==> config.mk <==
export PLATFORM = sky130hd
export DESIGN_NAME = uart_buffer
export DESIGN_NICKNAME = d
export VERILOG_FILES = /design/src/rtl/uart_buffer_pkg.sv /design/src/rtl/uart_buffer_sync_fifo.sv /design/src/rtl/uart_buffer.sv
export SDC_FILE = /design/constraint.sdc
export NUM_CORES = 1
export LEC_CHECK = 0
export BUFFER_PORTS_ARGS = -buffer_cell sky130_fd_sc_hd__buf_2
export CORE_UTILIZATION = 55
export CTS_CLUSTER_SIZE = 10
export DETAILED_ROUTE_END_ITERATION = 7
export PLACE_DENSITY = 0.71
export SYNTH_ARGS = -nofsm -noshare
export SYNTH_HDL_FRONTEND = slang
export SYNTH_SLANG_ARGS = --single-unit
==> constraint.sdc <==
create_clock -name clk -period 2.5 [get_ports clk]
set_input_delay 0 -clock clk [delete_from_list [all_inputs] [get_ports clk]]
set_output_delay 0 -clock clk [all_outputs]
set_load 0.03 [all_outputs]
==> src/rtl/uart_buffer_pkg.sv <==
// Shared types and constants for the uart_buffer slice.
package uart_buffer_pkg;

    localparam int unsigned DATA_W = 8;

    // TX drain FSM states; T_BUSY is a reserved encoding that recovers to T_IDLE.
    typedef enum logic [1:0] {
        T_IDLE  = 2'd0,
        T_START = 2'd1,
        T_BUSY  = 2'd2,
        T_WAIT  = 2'd3
    } tx_state_t;

endpackage

==> src/rtl/uart_buffer_sync_fifo.sv <==
// Synchronous FIFO with registered count and first-word fall-through head.
// A push into a full FIFO is accepted only when a pop happens in the same cycle.
module sync_fifo
    import uart_buffer_pkg::*;
#(
    parameter int unsigned DEPTH = 16,
    parameter int unsigned AW    = 4,
    parameter int unsigned WIDTH = DATA_W
) (
    input  logic             clk,
    input  logic             rst_n,
    input  logic             push,
    input  logic [WIDTH-1:0] din,
    input  logic             pop,
    output logic [WIDTH-1:0] dout,
    output logic             full,
    output logic             empty,
    output logic [AW:0]      count
);

    localparam logic [AW:0] CNT_FULL = (AW+1)'(DEPTH);

    logic [WIDTH-1:0] mem [DEPTH];
    logic [AW-1:0]    wr_ptr;
    logic [AW-1:0]    rd_ptr;
    logic             do_push;
    logic             do_pop;

    assign full    = (count == CNT_FULL);
    assign empty   = (count == '0);
    assign do_pop  = pop && !empty;
    assign do_push = push && (!full || do_pop);
    // Head is forced to zero while empty so the port reads 0 out of reset.
    assign dout    = empty ? '0 : mem[rd_ptr];

    // Pointer and count update; pointers wrap naturally at DEPTH = 2**AW.
    always_ff @(posedge clk or negedge rst_n) begin
        if (!rst_n) begin
            wr_ptr <= '0;
            rd_ptr <= '0;
            count  <= '0;
        end else begin
            if (do_push) wr_ptr <= wr_ptr + 1'b1;
            if (do_pop)  rd_ptr <= rd_ptr + 1'b1;
            case ({do_push, do_pop})
                2'b10:   count <= count + 1'b1;
                2'b01:   count <= count - 1'b1;
                default: count <= count;
            endcase
        end
    end

    // Storage array write port.
    always_ff @(posedge clk) begin
        if (do_push) mem[wr_ptr] <= din;
    end

endmodule

==> src/rtl/uart_buffer.sv <==
// Byte buffering between the CPU bus and the uart controller: a TX FIFO drained
// into the uart transmitter and an RX FIFO filled from the uart receiver.
module uart_buffer
    import uart_buffer_pkg::*;
#(
    parameter int unsigned DEPTH = 16,
    parameter int unsigned AW    = 4
) (
    input  logic              clk,
    input  logic              rst_n,
    input  logic              tx_we,
    input  logic [DATA_W-1:0] tx_data,
    output logic              tx_full,
    output logic              tx_idle,
    input  logic              rx_re,
    output logic [DATA_W-1:0] rx_data,
    output logic              rx_empty,
    output logic              irq,
    output logic              uart_we,
    output logic [DATA_W-1:0] uart_din,
    input  logic              uart_empty,
    output logic              uart_re,
    input  logic [DATA_W-1:0] uart_dout,
    input  logic              uart_full
);

    tx_state_t         state;
    tx_state_t         state_nxt;
    logic              tx_pop;
    logic              tx_empty;
    logic [DATA_W-1:0] tx_head;
    logic [AW:0]       tx_cnt;
    logic              rx_cap;
    logic              rx_full;
    logic [AW:0]       rx_cnt;

    sync_fifo #(.DEPTH(DEPTH), .AW(AW), .WIDTH(DATA_W)) u_tx_fifo (
        .clk   (clk),
        .rst_n (rst_n),
        .push  (tx_we),
        .din   (tx_data),
        .pop   (tx_pop),
        .dout  (tx_head),
        .full  (tx_full),
        .empty (tx_empty),
        .count (tx_cnt)
    );

    sync_fifo #(.DEPTH(DEPTH), .AW(AW), .WIDTH(DATA_W)) u_rx_fifo (
        .clk   (clk),
        .rst_n (rst_n),
        .push  (rx_cap),
        .din   (uart_dout),
        .pop   (rx_re),
        .dout  (rx_data),
        .full  (rx_full),
        .empty (rx_empty),
        .count (rx_cnt)
    );

    // Drain FSM state register.
    always_ff @(posedge clk or negedge rst_n) begin
        if (!rst_n) state <= T_IDLE;
        else        state <= state_nxt;
    end

    // Drain FSM next state: launch, wait for uart to go busy, wait for it to finish.
    always_comb begin
        state_nxt = state;
        case (state)
            T_IDLE:  if (!tx_empty && uart_empty) state_nxt = T_START;
            T_START: if (!uart_empty)             state_nxt = T_WAIT;
            T_WAIT:  if (uart_empty)              state_nxt = T_IDLE;
            default:                              state_nxt = T_IDLE;
        endcase
    end

    // Drain FSM outputs: pop the TX head when a launch is decided.
    always_comb begin
        tx_pop = 1'b0;
        if (state == T_IDLE && !tx_empty && uart_empty) tx_pop = 1'b1;
    end

    // uart_we/uart_din are registered, so uart_din holds the byte until the next pop.
    always_ff @(posedge clk or negedge rst_n) begin
        if (!rst_n) begin
            uart_we  <= 1'b0;
            uart_din <= '0;
        end else begin
            uart_we <= tx_pop;
            if (tx_pop) uart_din <= tx_head;
        end
    end

    // The !uart_re term keeps the byte from being pushed twice while the uart clears full.
    assign rx_cap = uart_full && !rx_full && !uart_re;

    // One-cycle receiver acknowledge for each captured byte.
    always_ff @(posedge clk or negedge rst_n) begin
        if (!rst_n) uart_re <= 1'b0;
        else        uart_re <= rx_cap;
    end

    assign tx_idle = (tx_cnt == '0) && (state == T_IDLE) && uart_empty;
    assign irq     = (rx_cnt != '0);

endmodule

# After elaboration in Yosys (flattened, before gate mapping)
# Memory sizes are Yosys's and may differ from the RTL's. A register that Yosys moved wholly into a read port is not among the register bits.
# Cells that the tools add are included.
# op_classes
n_eq_ne	11
mul	0
reduce_logical	26
muxes	12
n_shift	0
bitwise	0
div_mod_pow	0
order_cmp	0
add_sub_neg	8
# op_table
cell	count
case mux 5 bit (2 select lines)	2
adder 4 x 1 -> 4 bit (second input constant)	4
logical AND 1 bit	11
adder 5 x 1 -> 5 bit (second input constant)	2
equality test 5 bit (second input constant)	2
logical NOT 5 bit	2
subtractor 5 x 1 -> 5 bit (second input constant)	2
two-way mux 8 bit	1
equality test 2 x 1 -> 1 bit (second input constant)	3
equality test 2 bit (second input constant)	3
logical NOT 1 bit	6
two-way mux 2 bit	3
!= test 2 bit (second input constant)	3
case mux 2 bit (3 select lines)	1
two-way mux 1 bit	5
nonzero test 5 bit	1
nonzero test 2 bit	2
AND reduction 3 bit	1
logical NOT 2 bit	1
logical OR 1 bit	2
# word_totals
register_bits	30
ram_bits	256
latchBits	0
inputBits	22
memories	2
rom_bits	0
# mem_list
memory	depth	width	rd	rd_ports_with_merged_regs	wr	line_no	source
u_rx_fifo.mem	16	8	1	0	1	uart_buffer_sync_fifo.sv:23	logic [WIDTH-1:0] mem [DEPTH];
u_tx_fifo.mem	16	8	1	1	1	uart_buffer_sync_fifo.sv:23	

# Logic depth before layout (Yosys ltp)
# Gate-level depths: netlist (run 1).
# logic_depth
depth_word	10
ltp_mapped	13
depth_no_buf	11

# Modules after synthesis
# Synthesis (run 1) repeated with hierarchy kept, for this count alone.
# hier_totals
cells_unflattened	635
area_unflattened_um2	12231.7
# by_module_without_submodules
module	area_per_inst_um2	cells_per_inst	n_inst
sync_fifo	5878.1	302	2
uart_buffer	475.5	31	1

# Worst setup path before layout (run 1)
# No wires, ideal clock.
# synth_path
path_type	flip-flop to flip-flop
from	register u_rx_fifo.count[1]
to	register u_rx_fifo.count[4]
path_stages_with_launch	13
period_less_slack_ps	2805
t_arrival_ps	2682
path_slack_ps	-305
n_path_buf	1
path_cell_list	dfrtp_1 > nor4_2 > nand2b_1 > and2_1 > clkbuf_1 > ha_1 > xor2_1 > ha_1 > inv_1 > o21ai_0 > a211oi_1 > o21bai_1 > xnor2_1
# synth_between
elab_chain_len	7
word_cells_on_any_way	15
cone_classes	add/sub (2); eq/ne (3); mux (1); reduce/logical (9)
# synth_rtl
element	line_no	source
start, declared	uart_buffer_sync_fifo.sv:18	output logic [AW:0] count
start signal, assigned	uart_buffer_sync_fifo.sv:46	2'b10: count <= count + 1'b1;
start signal, assigned	uart_buffer_sync_fifo.sv:47	2'b01: count <= count - 1'b1;
start signal, assigned	uart_buffer_sync_fifo.sv:48	default: count <= count;
logical NOT 5 bit *	uart_buffer_sync_fifo.sv:30	assign empty = (count == '0);
logical NOT 1 bit *	uart_buffer_sync_fifo.sv:31	assign do_pop = pop && !empty;
logical AND 1 bit *	uart_buffer_sync_fifo.sv:31	
net u_rx_fifo.do_pop	uart_buffer_sync_fifo.sv:27	logic do_pop;
logical OR 1 bit	uart_buffer_sync_fifo.sv:32	assign do_push = push && (!full || do_pop);
logical AND 1 bit	uart_buffer_sync_fifo.sv:32	
equality test 2 x 1 -> 1 bit / equality test 2 bit (equally long branches)	uart_buffer_sync_fifo.sv:45	case ({do_push, do_pop})
case mux 5 bit (2 select lines) / nonzero test 2 bit (equally long branches)	n/a	
# Mark *: on every way through the listed nets, which the timed path passes. The rest lies on a longest branch.
# A chain may end at the register's enable or synchronous reset.

# Worst setup path after layout (run 1)
# layout_path
from	register u_tx_fifo.count[3]
to	register u_tx_fifo.count[3]
# layout_between
elab_chain_len	10
word_cells_on_any_way	16
cone_classes	add/sub (2); eq/ne (3); mux (2); reduce/logical (9)
# layout_rtl
element	line_no	source
start, declared	uart_buffer_sync_fifo.sv:18	
start signal, assigned	uart_buffer_sync_fifo.sv:46	
start signal, assigned	uart_buffer_sync_fifo.sv:47	
start signal, assigned	uart_buffer_sync_fifo.sv:48	
logical NOT 5 bit	uart_buffer_sync_fifo.sv:30	
logical NOT 1 bit	uart_buffer_sync_fifo.sv:31, uart_buffer.sv:81	
logical AND 1 bit (2 in a row)	uart_buffer.sv:81	if (state == T_IDLE && !tx_empty && uart_empty) tx_pop = 1'b1;
two-way mux 1 bit	uart_buffer.sv:81	
logical AND 1 bit	uart_buffer_sync_fifo.sv:31	
logical OR 1 bit	uart_buffer_sync_fifo.sv:32	
logical AND 1 bit	uart_buffer_sync_fifo.sv:32	
equality test 2 x 1 -> 1 bit / equality test 2 bit (equally long branches)	uart_buffer_sync_fifo.sv:45	
case mux 5 bit (2 select lines) / nonzero test 2 bit (equally long branches)	n/a	
# Several ways; a longest one is shown, not always the timed one.

==> results of run 1 <==
power by group through the flow:
stage,registers [W],logic [W],clock network [W]
after global placement,0.00656,0.00462,0
after CTS,0.00653,0.00481,0.00459
after detailed placement,0.00661,0.00475,0
after global routing,0.00658,0.00530,0.00477
after floorplan,0.00648,0.00343,0
final,0.00651,0.00492,0.00452
kinds of logic after synthesis:
logic type,after synthesis,synth area share
flip-flops,294,0.729
buffers and inverters,46,0.0159
adder cells (fa/ha/maj),18,0.0196
AND/OR/NAND/NOR,85,0.0406
AO/OA/AOI/OAI,56,0.0309
XOR/XNOR,21,0.0155
multiplexers,94,0.149
through the flow:
stage	instances	hold slack (ps)	setup slack [ps]	TNS, ps	power (W)
detailed placement	921	211	-43.4	-43.4	0.0114
floorplan	614	-296	6.63	0	0.00992
CTS	1005	12.5	10.3	0	0.0159
global route	1013	262	-29.6	-29.6	0.0166
finish	1013	204	92.1	0	0.0160
global placement	921	195	81.7	0	0.0112
what timing repair did:
item,in CTS,in global routing
hold buffers,20,1
pin swaps,2,3
buffers inserted,1,7
gates resized for setup,3,14
setup endpoints to repair,2,87
hold endpoints to repair,300,4
worst max-delay path, stage by stage, from the launching register on:
cell and delay [ps]:
dfrtp_1 420, or4_4 530, o21a_4 230, nand2b_4 70, inv_2 70, ha_1 290, a21o_1 190, a21oi_2 140
xnor2_1 70, mux2_4 260
routing by layer:
metal  vias to the layer above  global-route usage  part of all wire
li1                       2637                   -                 -
met2                       164               0.378              0.52
met1                      3069               0.290              0.41
met4                         0              0.0653             0.023
met3                        39              0.0376             0.049
met5                         -                   0                 0
flip-flops by register name (all words and copies together) (netlist names):
signal            count
u_tx_fifo.mem       128
u_tx_fifo.wr_ptr      4
uart_re               1
u_rx_fifo.count       5
state                 2
u_rx_fifo.wr_ptr      4
u_tx_fifo.count       5
u_tx_fifo.rd_ptr      4
uart_we               1
u_rx_fifo.rd_ptr      4
u_rx_fifo.mem       128
uart_din              8
placed cells by master (no fill, tap or decap), drive strengths merged, types with 16 or more instances in the layout:
cell type / instances
dfrtp: 38
ha: 17
buf: 68
nand2: 19
o22ai: 24
edfxtp: 256
inv: 19
mux2i: 17
and2: 29
xnor2: 16
dlygate4sd3: 21
clkbuf: 60
mux4: 64
final timing paths:
path,start,end
max,u_tx_fifo.count[3],u_tx_fifo.count[3]
min,rst_n,u_tx_fifo.count[0]
max reg2reg,u_tx_fifo.count[3],u_tx_fifo.count[3]
min reg2reg,state[1],state[0]
max in group asynchronous,rst_n,u_rx_fifo.rd_ptr[0]
min in group clk,uart_empty,state[1]
cell type report:
class | count | area, sq um
fillers | 1372 | 7250
well taps | 275 | 344
clock buffers | 60 | 991
repair buffers | 89 | 651
clock inverters | 3 | 32.5
multi-input cells | 274 | 3100
inverters | 18 | 67.6
flip-flops and latches | 294 | 8650
==> out/qor.txt, run 1 <==
ROUTING
----------------------------------------------------------------------------------------
Ratio of routed vias to standard cells                                              5.83
DRC violations left                                                                    0
Antenna Violating Nets Remaining                                                       0
DR pass1 iterations                                                                    4
Routed wire per std cell                                                         23.1 um
Iter 0 DRT Violations                                                                435
Number of vias after detailed routing                                               5909
Total wire length                                                               23400 um

POWER
----------------------------------------------------------------------------------------
Portion of total power attributed to the clock network                             0.283
Cell internal power dissipation                                                 0.0110 W
Net switching component of the power                                           0.00496 W
Power per cell area                                                         1150 nW/um^2
Sw Share                                                                           0.311
Part of the total power dissipated in combinational logic                          0.308
Static leakage                                                                   4.77 nW
Peak supply drop                                                              0.000853 V
Sequential share of power                                                          0.408

LOGIC SYNTHESIS
----------------------------------------------------------------------------------------
EDFF count, synth                                                                    256
Portion of the post-synthesis area used by sequential elements                     0.729
Distinct cell type count after synthesis                                              47
Post-synth ARST share                                                              0.129
Primary FF master, synth                                                        edfxtp_1
Most common library cells after synthesis                                   edfxtp_1 (256), mux4_2 (64), dfrtp_1 (38)
Count of mapped cells out of synthesis                                               614
Mean Syn Cell Area                                                            19.3 sq um
Synth top area cells                                                        edfxtp_1 (65%), mux4_2 (12%), dfrtp_1 (8.0%), ha_1 (1.8%), and2_1 (1.5%)
Net count of the mapped netlist                                                      654
Largest area contributor in the netlist                                         edfxtp_1
Netlist Area Pre-Place                                                       11900 sq um
Fraction of post-synthesis cell area in the top cell type by area                  0.648
Most frequent cell after synthesis                                              edfxtp_1
Yosys warns                                                                            0
Synth Register Bits                                                                  294

FINAL LAYOUT
----------------------------------------------------------------------------------------
Proportion of layout cells with a drive suffix above 1                             0.280
N_diodes                                                                               0
Fin nets                                                                             752
Final Instance Area                                                          13800 sq um
Final core utilization                                                             0.656
Area grow syn2layout                                                               16.7%

TIMING
----------------------------------------------------------------------------------------
Final hold violations                                                                  0
Skew final                                                                       20.0 ps
Maximum clock rate                                                               415 MHz
Setup violations, final                                                                0
Post-layout min period                                                           2410 ps
Transition time at the pin with the least slew margin                             989 ps
Slew margin rel.                                                                   0.341
Unrepaired setup endpoints after global routing                                     true
Portion of the clock cycle consumed by the worst path in the final layout          0.963
Pins over their slew limit                                                             0

CLOCK NETWORK
----------------------------------------------------------------------------------------
Worst-path clk slew                                                                50 ps
Clk root buf                                                                   clkbuf_16
Clock tree from TritonCTS                                                            yes
Total CTS buffers                                                                     35
Clock sink count                                                                     294
Source-to-sink clock delay at the later pin of the worst-skew pair                510 ps
H-tree depth reported by CTS                                                           2
Maximum number of buffers from clock root to sink                                      3

JOB
----------------------------------------------------------------------------------------
Max capacitance violation total                                                        0

GLOBAL ROUTE
----------------------------------------------------------------------------------------
Wire length of the first global-routing pass                                    35400 um
Largest net degree at the start of global routing                                     39
Initial antenna violation count                                                        0
Gr usage total                                                                     0.220
Grt ovf                                                                                0
Number of global-route vias before repair                                           6154

WORST SETUP PATH
----------------------------------------------------------------------------------------
Required time of the critical path                                               2880 ps
Kind of start point of the critical path                                            flop
Register-to-register setup slack                                                   90 ps
Logic depth of the worst register-to-register path                                     9
Crit Path Class                                                             flop to flop
Critical Path AT                                                                 2780 ps
Crit end category                                                                   flop
Highest fanout seen on the critical path                                               4

RUN STATUS
----------------------------------------------------------------------------------------
Status                                                                      finished clean

PLACEMENT
----------------------------------------------------------------------------------------
Last weighted congestion value of the routability-driven placer                    0.832
Dpl cell area                                                                12500 sq um
Half-perimeter wire length after detailed placement                             14600 um
Buffers added on ports                                                                43

DIE
----------------------------------------------------------------------------------------
Die width                                                                         149 um
Placement Rows                                                                        53
DIE HEIGHT                                                                        149 um
Count of boundary I/O pins                                                            44
Area inside the core boundary                                                21100 sq um
Area of the die                                                              22200 sq um
Initial core utilization                                                           0.562

HOLD PATH
----------------------------------------------------------------------------------------
Class of the most critical hold timing path                                 input pin to async pin

(Power assumes the default switching activity.)
==> run 2: changes to the inputs <==
CORE_UTILIZATION = 60   (was 55)
PLACE_DENSITY = 0.74   (was 0.71)
clock period = 2.8 ns   (was 2.5 ns; I/O delays follow)
==> run 2 against run 1 <==
Clock-buffer cell count stayed put. Final area is 1.2% lower. Utilization is 4.8 points higher. Critical path depth is 2 higher. Global-route usage is 2.2 points higher. Maximum frequency is 6.6% lower. Wire length is 1.5% lower. Critical endpoint is now u_rx_fifo.count[4]. Largest cell class unchanged. Largest power group unchanged. Highest routed layer unchanged.
==> out/qor.txt, run 2 (same netlist as run 1, synthesis figures left out) <==
RUN STATUS
----------------------------------------------------------------------------------------
Status                                                                      finished clean

DIE
----------------------------------------------------------------------------------------
Die width                                                                         143 um   -4.2%
Area of the die                                                              20300 sq um   -8.2%
Count of boundary I/O pins                                                            44   unchanged
Area inside the core boundary                                                19400 sq um   -8.0%
Initial core utilization                                                           0.611   +0.0490
DIE HEIGHT                                                                        143 um   -4.2%
Placement Rows                                                                        51   -3.8%

TIMING
----------------------------------------------------------------------------------------
Pins over their slew limit                                                             0   unchanged
Skew final                                                                       12.8 ps   -7.21 ps
Post-layout min period                                                           2580 ps   +170 ps
Maximum clock rate                                                               388 MHz   -6.6%
Slew margin rel.                                                                   0.371   +0.0304
Transition time at the pin with the least slew margin                             944 ps   -45.5 ps
Portion of the clock cycle consumed by the worst path in the final layout          0.921   -0.0426
Final hold violations                                                                  0   unchanged
Setup violations, final                                                                0   unchanged

WORST SETUP PATH
----------------------------------------------------------------------------------------
Crit end category                                                                   flop
Logic depth of the worst register-to-register path                                    11   +2
Slowest CP cell                                                                  dfrtp_1
Register-to-register setup slack                                                  220 ps   +130 ps
Kind of start point of the critical path                                            flop
Critical Path AT                                                                 2950 ps   +170 ps
Cells along the critical path                                               nor4_4 -> nand2b_2 -> and2_1 -> ha_2 -> xor2_1 -> ha_1 -> inv_1 -> o21ai_0 -> a211oi_1 -> o21bai_1 -> xnor2_1
Crit Path Class                                                             flop to flop
Kind of cell adding the most delay to the critical path                     simple AND/OR/NAND/NOR gates
Highest fanout seen on the critical path                                               7   +3
CP max stage delay                                                                460 ps   -70 ps
Worst reg2reg endpoint                                                      u_rx_fifo.count[4]
Reg2Reg Launch Point                                                        u_rx_fifo.count[0]
Required time of the critical path                                               3170 ps   +290 ps
Buffers & Inverters on Critical Path                                                   1   unchanged

ROUTING
----------------------------------------------------------------------------------------
Max Used Layer                                                                      met4
Iter 0 DRT Violations                                                                408   -6.2%
Number of vias after detailed routing                                               5995   +1.5%
Routed met1 length                                                               9030 um   -4.8%
Total met3 wirelength after detailed routing                                     1340 um   +16%
Met2 WL                                                                         12000 um   -1.7%
Total wire length                                                               23000 um   -1.5%
DR pass1 iterations                                                                    6   +2
Routed wire per std cell                                                         23.1 um   +0.40%
Antenna Violating Nets Remaining                                                       0   unchanged
DRC violations left                                                                    0   unchanged
Ratio of routed vias to standard cells                                              6.03   +3.4%

FINAL LAYOUT
----------------------------------------------------------------------------------------
Number of filler cells placed in the layout                                         1220   -11%
Commonest non-fill, non-tap cell in the layout                                  edfxtp_1
Post-route insts no fill                                                             994   -1.9%
Final core utilization                                                             0.704   +0.0484
Largest registers                                                           u_rx_fifo.mem (128), u_tx_fifo.mem (128), uart_din (8)
Proportion of layout cells with a drive suffix above 1                             0.254   -0.0267
Area grow syn2layout                                                               15.2%
N_diodes                                                                               0   unchanged
Commonest non-fill, non-tap cells in the layout                             edfxtp_1 (256), mux4_2 (64), buf_2 (43)
Fin nets                                                                             743   -1.2%

PLACEMENT
----------------------------------------------------------------------------------------
Buffers added on ports                                                                43   unchanged
Last weighted congestion value of the routability-driven placer                    0.829   -0.42%
Half-perimeter wire length after detailed placement                             14200 um   -2.8%
Number of placed cells counting well taps                                            909   -1.3%

CLOCK NETWORK
----------------------------------------------------------------------------------------
Clk root buf                                                                   clkbuf_16
Clock sink count                                                                     294   unchanged
Worst-path clk slew                                                                50 ps   about the same
Clock tree from TritonCTS                                                            yes
Total CTS buffers                                                                     35   unchanged
Maximum number of buffers from clock root to sink                                      3   unchanged
H-tree depth reported by CTS                                                           2   unchanged
Source-to-sink clock delay at the later pin of the worst-skew pair                500 ps   about the same

POWER
----------------------------------------------------------------------------------------
Power per cell area                                                         1020 nW/um^2   -11%
Peak supply drop                                                              0.000696 V   -18%
Static leakage                                                                   4.71 nW   -1.3%

GLOBAL ROUTE
----------------------------------------------------------------------------------------
Initial antenna violation count                                                        0   unchanged
Grt ovf                                                                                0   unchanged
Number of global-route vias before repair                                           6318   +2.7%
Gr usage total                                                                     0.242   +0.0221
Largest net degree at the start of global routing                                     39   unchanged
Wire length of the first global-routing pass                                    35500 um   +0.49%

JOB
----------------------------------------------------------------------------------------
Max capacitance violation total                                                        0   unchanged

HOLD PATH
----------------------------------------------------------------------------------------
Class of the most critical hold timing path                                 input pin to async pin

==> run 2: cell types whose count changed in the layout (fill, tap and decap cells not counted), sizes merged <==
| cell | previous run | this run |
|---|---|---|
| clkinvlp | 1 | 0 |
| buf | 68 | 59 |
| clkinv | 1 | 3 |
| inv | 19 | 18 |
==> run 2: worst max path at each step <==
stage,end,start,depth (start not counted)
6_report,u_rx_fifo.count[4],u_rx_fifo.count[0],11
5_1_grt,u_rx_fifo.count[4],u_rx_fifo.count[0],11
4_1_cts,u_rx_fifo.count[4],u_rx_fifo.count[1],11
3_5_place_dp,u_rx_fifo.count[4],u_rx_fifo.count[1],11
3_3_place_gp,u_rx_fifo.count[4],u_rx_fifo.count[1],11
2_1_floorplan,u_rx_fifo.count[4],u_rx_fifo.count[1],12
==> run 2: through the flow <==
step | cell area (sq um) | hold WS (ps) | setup TNS, ps | power (W) | setup WS (ps)
global route | 13700 | 276 | -0.581 | 0.0146 | -0.581
finish | 13700 | 180 | 0 | 0.0140 | 222
CTS | 13600 | 216 | 0 | 0.0141 | 36.3
global placement | 12400 | 174 | 0 | 0.00983 | 193
detailed placement | 12400 | 190 | 0 | 0.00998 | 54.7
floorplan | 11900 | -296 | 0 | 0.00883 | 88.5
==> run 2: timing repair <==
item / 4_1_cts / 5_1_grt
hold endpoints to repair: 301 / 0
setup buffers: 0 / 1
endpoints found under the setup margin: 0 / 2
hold buffers: 21 / 0
gates resized for setup: 0 / 2
==> run 2: layout make-up <==
type	instances	area, sq um	area share
multi-input cells	274	3040	0.223
repair buffers	80	558	0.0408
well taps	265	332	0.0243
clock buffers	60	1010	0.0741
flip-flops and latches	294	8640	0.632
inverters	18	67.6	0.00494
clock inverters	3	11.3	0.000824
==> run 2: routing by layer <==
metal,vias to the layer above,track usage
met5,-,0
met4,0,0.0821
met3,49,0.0360
met2,210,0.426
met1,3114,0.309
li1,2622,-
==> run 2: where the power goes <==
part	internal (W)	leakage (nW)	switching (W)	total, W
clock network	0.00244	0.488	0.00161	0.00405
logic	0.00188	1.47	0.00225	0.00413
registers	0.00536	2.75	0.000433	0.00579
